$ cat src/rtl/wb_regfile.sv
// rtl/wb_regfile.sv - writeback-stage register file with late-load wait, bypassed read ports and commit counter
module wb_regfile #(
  parameter int DATA_W = 32,
  parameter int ADDR_W = 5,
  parameter int CNT_W  = 32
) (
  input  logic              clk,
  input  logic              rst,
  input  logic [DATA_W-1:0] WB_result,
  input  logic [ADDR_W-1:0] WB_rd_addr,
  input  logic              WB_rmem,
  input  logic              WB_wen,
  input  logic [DATA_W-1:0] mem_rdata,
  input  logic              mem_rvalid,
  input  logic [ADDR_W-1:0] rs1_addr,
  input  logic [ADDR_W-1:0] rs2_addr,
  output logic [DATA_W-1:0] rs1_data,
  output logic [DATA_W-1:0] rs2_data,
  output logic              wb_stall,
  output logic [CNT_W-1:0]  wb_retire_cnt
);

  typedef enum logic {IDLE, WAIT_LOAD} state_t;

  state_t             state_q, state_d;
  logic [ADDR_W-1:0]  pend_rd_q, pend_rd_d;
  logic [CNT_W-1:0]   cnt_q, cnt_d;
  logic [DATA_W-1:0]  regs_q [2**ADDR_W];

  logic               commit;
  logic [ADDR_W-1:0]  waddr;
  logic [DATA_W-1:0]  wdata;

  always_ff @(posedge clk) begin
    if (rst) begin
      state_q   <= IDLE;
      pend_rd_q <= '0;
      cnt_q     <= '0;
    end else begin
      state_q   <= state_d;
      pend_rd_q <= pend_rd_d;
      cnt_q     <= cnt_d;
    end
  end

  always_comb begin
    state_d   = state_q;
    pend_rd_d = pend_rd_q;
    case (state_q)
      IDLE: begin
        if (WB_wen && WB_rmem && !mem_rvalid) begin
          state_d   = WAIT_LOAD;
          pend_rd_d = WB_rd_addr;
        end
      end
      WAIT_LOAD: begin
        if (mem_rvalid) state_d = IDLE;
      end
      default: state_d = IDLE;
    endcase
  end

  // Commit selection; reset suppresses both writes and stall.
  always_comb begin
    commit   = 1'b0;
    waddr    = WB_rd_addr;
    wdata    = WB_rmem ? mem_rdata : WB_result;
    wb_stall = 1'b0;
    case (state_q)
      IDLE: begin
        commit   = WB_wen && (!WB_rmem || mem_rvalid);
        wb_stall = WB_wen && WB_rmem && !mem_rvalid;
      end
      WAIT_LOAD: begin
        commit   = mem_rvalid;
        waddr    = pend_rd_q;
        wdata    = mem_rdata;
        wb_stall = !mem_rvalid;
      end
      default: begin
        commit   = 1'b0;
        wb_stall = 1'b0;
      end
    endcase
    if (rst) begin
      commit   = 1'b0;
      wb_stall = 1'b0;
    end
  end

  assign cnt_d         = commit ? cnt_q + CNT_W'(1) : cnt_q;
  assign wb_retire_cnt = cnt_q;

  always_ff @(posedge clk) begin
    if (rst) begin
      for (int i = 0; i < 2**ADDR_W; i++) regs_q[i] <= '0;
    end else if (commit && waddr != '0) begin
      regs_q[waddr] <= wdata;
    end
  end

  always_comb begin
    if (rs1_addr == '0)                   rs1_data = '0;
    else if (commit && waddr == rs1_addr) rs1_data = wdata;
    else                                  rs1_data = regs_q[rs1_addr];
  end

  always_comb begin
    if (rs2_addr == '0)                   rs2_data = '0;
    else if (commit && waddr == rs2_addr) rs2_data = wdata;
    else                                  rs2_data = regs_q[rs2_addr];
  end

endmodule
$ cat config.mk
export PLATFORM = sky130hd
export DESIGN_NAME = wb_regfile
export DESIGN_NICKNAME = d
export VERILOG_FILES = /design/src/rtl/wb_regfile.sv
export SDC_FILE = /design/constraint.sdc
export NUM_CORES = 2
export LEC_CHECK = 0
export CAP_MARGIN = 20
export CORE_MARGIN = 10
export CORE_UTILIZATION = 38
export CTS_CLUSTER_SIZE = 14
export DETAILED_ROUTE_END_ITERATION = 8
export PLACE_DENSITY = 0.55
export RECOVER_POWER = 100
export SYNTH_ARGS = -nofsm -noshare
export SYNTH_HDL_FRONTEND = slang
export SYNTH_SLANG_ARGS = --single-unit
$ cat constraint.sdc
create_clock -name clk -period 2.83 [get_ports clk]
set_input_delay 0.4245 -clock clk [delete_from_list [all_inputs] [get_ports clk]]
set_output_delay 0.4245 -clock clk [all_outputs]
set_load 0.005 [all_outputs]
After elaboration in Yosys (flattened, before gate mapping)
Memories as Yosys holds them, arrays and structs flattened.
Index checks and enable logic that the tools add are counted.
{"block": "word_totals", "output_inout_bits": 97, "input_bits": 84, "regBits": 38, "ramBits": 1024, "memories": 1}
{"block": "classes", "n_reduce_logical": 14, "eq_ne": 2, "muxes": 22, "bitwise": 1, "add_sub_neg": 1}
{"memory": "regs_q", "depth": 32, "width": 32, "rd": 2, "rd_clocked_by_memory_dff": 0, "write_ports": 32, "line": "28", "source": "logic [DATA_W-1:0] regs_q [2**ADDR_W];"}
{"op": "$mux W32", "n": 7}
{"op": "$add A32 B1 Y32 const B", "n": 1}
{"op": "$reduce_or A32 Y1", "n": 1}
{"op": "$eq A5 B5 Y1", "n": 2}
{"op": "$logic_not A5 Y1", "n": 2}
{"op": "$mux W1", "n": 10}
{"op": "$mux W5", "n": 2}
{"op": "$logic_and A1 B1 Y1", "n": 6}
{"op": "$pmux W1 S2", "n": 3}
{"op": "$reduce_bool A5 Y1", "n": 1}
{"op": "$logic_not A1 Y1", "n": 2}
{"op": "$reduce_and A2 Y1", "n": 1}
{"op": "$logic_or A1 B1 Y1", "n": 1}
{"op": "$not A1 Y1", "n": 1}

Logic depth before layout (Yosys ltp)
{"block": "depth", "word_depth": 11, "depth_mapped": 10}

Least setup slack after synthesis
No wires, ideal clock.
{"block": "synth_timing", "kind": "flip-flop to flip-flop", "start": "register state_q", "end": "memory regs_q[14][0] (enable)", "setup_slack_ns": 0.073, "t_required_ns": 2.441, "arrival_ns": 2.368, "n_path_buf": 2, "stages_incl_launch_ff": 9, "path_cell_list": "dfxtp_1 buf_6 nor2_2 o211a_1 nand2_1 nor2_1 nand2_1 clkbuf_1 nand2_1"}
{"item": "start, declared", "line": "25", "source": "state_t state_q, state_d;"}
{"item": "start signal, assigned", "line": "40", "source": "state_q <= state_d;"}
{"item": "end, declared", "line": "28"}

Worst setup path after layout
{"block": "layout_timing", "start": "register state_q", "end": "output rs1_data[25]"}
{"block": "layout_between", "elab_chain_len": 6, "elab_cells_between_ends": 9, "classes_between": "eq/ne: 1; mux: 6; bitwise: 1; reduce/logical: 1"}
{"item": "$not A1 Y1"}
{"item": "$pmux W1 S2", "line": "69", "source": "case (state_q)"}
{"item": "$mux W1", "line": "85", "source": "if (rst) begin"}
{"item": "$logic_and A1 B1 Y1", "line": "104", "source": "else if (commit && waddr == rs1_addr) rs1_data = wdata;"}
{"item": "$mux W32 (*)", "line": "104"}
{"item": "$mux W32 (*)", "line": "103", "source": "if (rs1_addr == '0) rs1_data = '0;"}
{"item": "end, declared", "line": "17", "source": "output logic [DATA_W-1:0] rs1_data,"}
Every way passes the cells marked *; elsewhere a longest branch is shown, timed or not.

==> impl_metrics.tcl <==
set metrics [dict create \
    numClockSinks 1062 \
    power_frac_clock 0.394 \
    hold_viol_final 0 \
    die_y_um 399.5 \
    drc 0 \
    p_leak_nw 25.66 \
    yosys.cell_count.top_type "nor2_1" \
    rsz0062_at_grt "true" \
    hold_path.class "in2reg" \
    critPathRequiredTime_ns 2.41 \
    drt-total-wl_um 227300 \
    critical_path_class "reg2out" \
    grt_pass1_wl_um 314800 \
    dr.pass1.iters 5 \
    setup-violations-final 286 \
    synth_edf_count 1024 \
    root_buffer "clkbuf_16" \
    synthToLayoutAreaGrowth_pct 26.48 \
    start_util 0.3819 \
    vdd_ir_drop_max_mv 0.5027 \
    max-slew-margin-rel -0.4455 \
    tns_ns -52.50 \
    violations "capacitance limit, slew limit, setup timing" \
    fmax_mhz 283.2 \
    drt_iter0_drc 5861 \
    p_per_area_mw_per_mm2 575.4 \
    syn-instance-count 4054 \
    die_area_mm2 0.1596 \
    drv_cap 1 \
    hpwlAfterDp_um 154900 \
    path_cells "buf_6, clkbuf_2, mux2i_4, xnor2_2, nor3_4, buf_12, buf_12, buf_12, buf_12, nor4_4, buf_4, a211oi_2, buf_2" \
    ios 181 \
    via_per_inst 6.283 \
    internal_power_w 0.02940 \
    clk_pin_slew_ns 0.06 \
    p_switching_w 0.01043 \
    whs_ns 0.3983 \
    yosys.area.top_type "edfxtp_1" \
    avgRoutedWirePerCell_um 34.13 \
    synth_top_area_share 0.5618 \
    seq_area_frac_synth 0.5757 \
    async_reset_ff_frac 0 \
    synth_common_cells "nor2_1, edfxtp_1, mux4_2, clkbuf_1, mux2i_1" \
    postRouteAntennaNets 0 \
    yosysWarningCount 0 \
    critPathMaxStageDelay_ns 0.36 \
    crit_slowest_cell "dfxtp_2" \
    gp_congestion 0.9455 \
    sequentialPowerShare 0.457 \
    postLayoutCellArea_mm2 0.06922 \
    min_period_ns 3.531 \
    ys_ff_latch 1062 \
    avgSynthCellArea_um2 13.50 \
    power_w 0.03983 \
    crit_path_start_kind "flop" \
    cts_tree "built" \
    layout.nets 4741 \
    crit_top_cell "buf_12" \
    cp.arrival_ns 3.11 \
    clk_path_buf_depth 3 \
    fin_crit_sh 1.248 \
    synth.top_cells.by_area "edfxtp_1, mux4_2, nor2_1" \
    coreArea_mm2 0.1433 \
    endpoint_kind "output pin" \
    drive_above_1_share 0.3392 \
    combPwrFrac 0.150 \
    crit_fanout 6 \
    die_w_um 399.5 \
    antenna_found_initial 7 \
    grt_pass1_vias 40730 \
    grt_max_degree 44 \
    grtUsageTotal 0.2788 \
    post-route-util 0.4830 \
    syn_area_mm2 0.05473 \
    numCtsBuffers 115 \
    switching_share 0.2619 \
    placed_cell_area_mm2 0.06509 \
    finalMaxSlewViolations 30 \
    synth_flop_cell "edfxtp_1" \
    row_count 139 \
    skew_ns 0.04475 \
    clk_latency_ns 0.77 \
    portBuffers 180 \
    worst_pin_slew_ns 2.168 \
    cts_hold_buf 0 \
    timing.final.ws_setup_ns -0.7015 \
    ys_types 56 \
    gr-total-overflow 0 \
    vias 41840 \
    outcome "finished with violations" \
    h-tree-depth 3 \
]
-- cell families (layout without fill, tap and decap cells) --
logic type / Yosys count / after routing / share of synthesized area
DFF: 1062 / 1062 / 0.5757
buffers and inverters: 422 / 1093 / 0.03260
adders and majority gates: 1 / 1 / 0.0002286
other: 1 / 33 / 0.00006852
and+or+nand+nor: 1486 / 1486 / 0.1122
xor gates and xnor gates: 37 / 37 / 0.005921
AOI/OAI and AO/OA: 333 / 333 / 0.04515
muxes: 712 / 712 / 0.2281
-- state kept, by name (all words and copies together) (netlist names) --
name,count
pend_rd_q,5
wb_retire_cnt,32
state_q,1
regs_q,1024
-- per-layer routing --
metal  GRT usage  part of all wire  up-vias  routed length, um
met5           0           0.00014        -                 31
met1      0.3681              0.37    21540              84550
met3     0.07178              0.12      596              28060
met2      0.4298              0.45     2970             102500
met4      0.1299             0.054        6              12180
li1            -                 -    16730                  -
-- layout make-up --
| type | instances | area [um^2] |
|---|---|---|
| Fill cell | 12630 | 74080 |
| Sequential cell | 1062 | 31510 |
| Multi-Input combinational cell | 2601 | 22660 |
| Timing Repair Buffer | 869 | 8770 |
| Clock buffer | 145 | 3108 |
| Tap cell | 1903 | 2381 |
| Clock inverter | 72 | 769.5 |
| Inverter | 7 | 26.28 |
| Antenna cell | 1 | 2.502 |
-- layout by cell type, fill, tap and decap left out, types with 21 or more instances in the layout --
master | synthesis | layout
a211oi_2 | 18 | 49
a221o_1 | 24 | 24
a22oi_1 | 39 | 39
a32oi_1 | 25 | 25
buf_12 | 0 | 150
buf_2 | 111 | 64
buf_4 | 14 | 393
buf_6 | 1 | 54
clkbuf_1 | 273 | 40
clkbuf_16 | 0 | 119
clkbuf_2 | 1 | 30
clkbuf_4 | 0 | 33
clkdlybuf4s50_1 | 0 | 75
clkinv_1 | 1 | 26
clkinv_2 | 0 | 21
conb_1 | 1 | 32
dfxtp_1 | 38 | 37
dlygate4sd3_1 | 0 | 32
edfxtp_1 | 1024 | 1024
mux2_2 | 108 | 108
mux2i_1 | 186 | 156
mux2i_4 | 4 | 35
mux4_2 | 413 | 413
nand2_1 | 135 | 115
nand3_1 | 47 | 47
nand4_1 | 36 | 36
nor2_1 | 1069 | 1066
nor3_1 | 114 | 77
nor4_1 | 34 | 26
o211ai_1 | 29 | 29
o21ai_0 | 36 | 36
o22ai_1 | 90 | 90
xor2_1 | 26 | 26
-- path summary, 6_finish.rpt --
| check | cells past startpoint | slack, ns | end | start |
|---|---|---|---|---|
| worst max register to register | 11 | -0.23 | regs_q[30][21] | state_q |
| worst max-delay path | 13 | -0.70 | rs1_data[25] | state_q |
| worst min-delay path | 3 | 0.40 | pend_rd_q[4] | WB_rd_addr[4] |
| worst min register to register | 2 | 0.49 | wb_retire_cnt[31] | wb_retire_cnt[31] |
-- worst max-delay path: cells and delay by family (launching register included) --
family,cells,cell delay [ns]
muxes,1,0.30
DFF,1,0.36
buffers and inverters,8,1.11
xor gates and xnor gates,1,0.16
AOI/OAI and AO/OA,1,0.04
and+or+nand+nor,2,0.40
-- power groups by stage --
stage          registers (W)  clock network [W]  logic, W
4_1_cts               0.0182             0.0157   0.00595
5_1_grt               0.0182             0.0164   0.00614
3_5_place_dp          0.0185                  0   0.00591
2_1_floorplan         0.0184                  0   0.00283
6_report              0.0182             0.0157   0.00596
3_3_place_gp          0.0185                  0   0.00590
-- stage by stage --
step                      setup slack (ns)  std cells
after floorplan                    0.07256       4085
after global placement              -1.707       6397
after detailed placement            -1.099       6398
after CTS                          -0.7896       6650
after global routing               -0.8385       6659
final                              -0.7015       6660
-- what timing repair did --
action,4_1_cts,5_1_grt
pin swaps,45,33
buffers inserted,38,17
endpoints found under the setup margin,64,64
gates resized for setup,387,57
cloned,4,0
No activity file was read; power rests on OpenSTA's default activity.
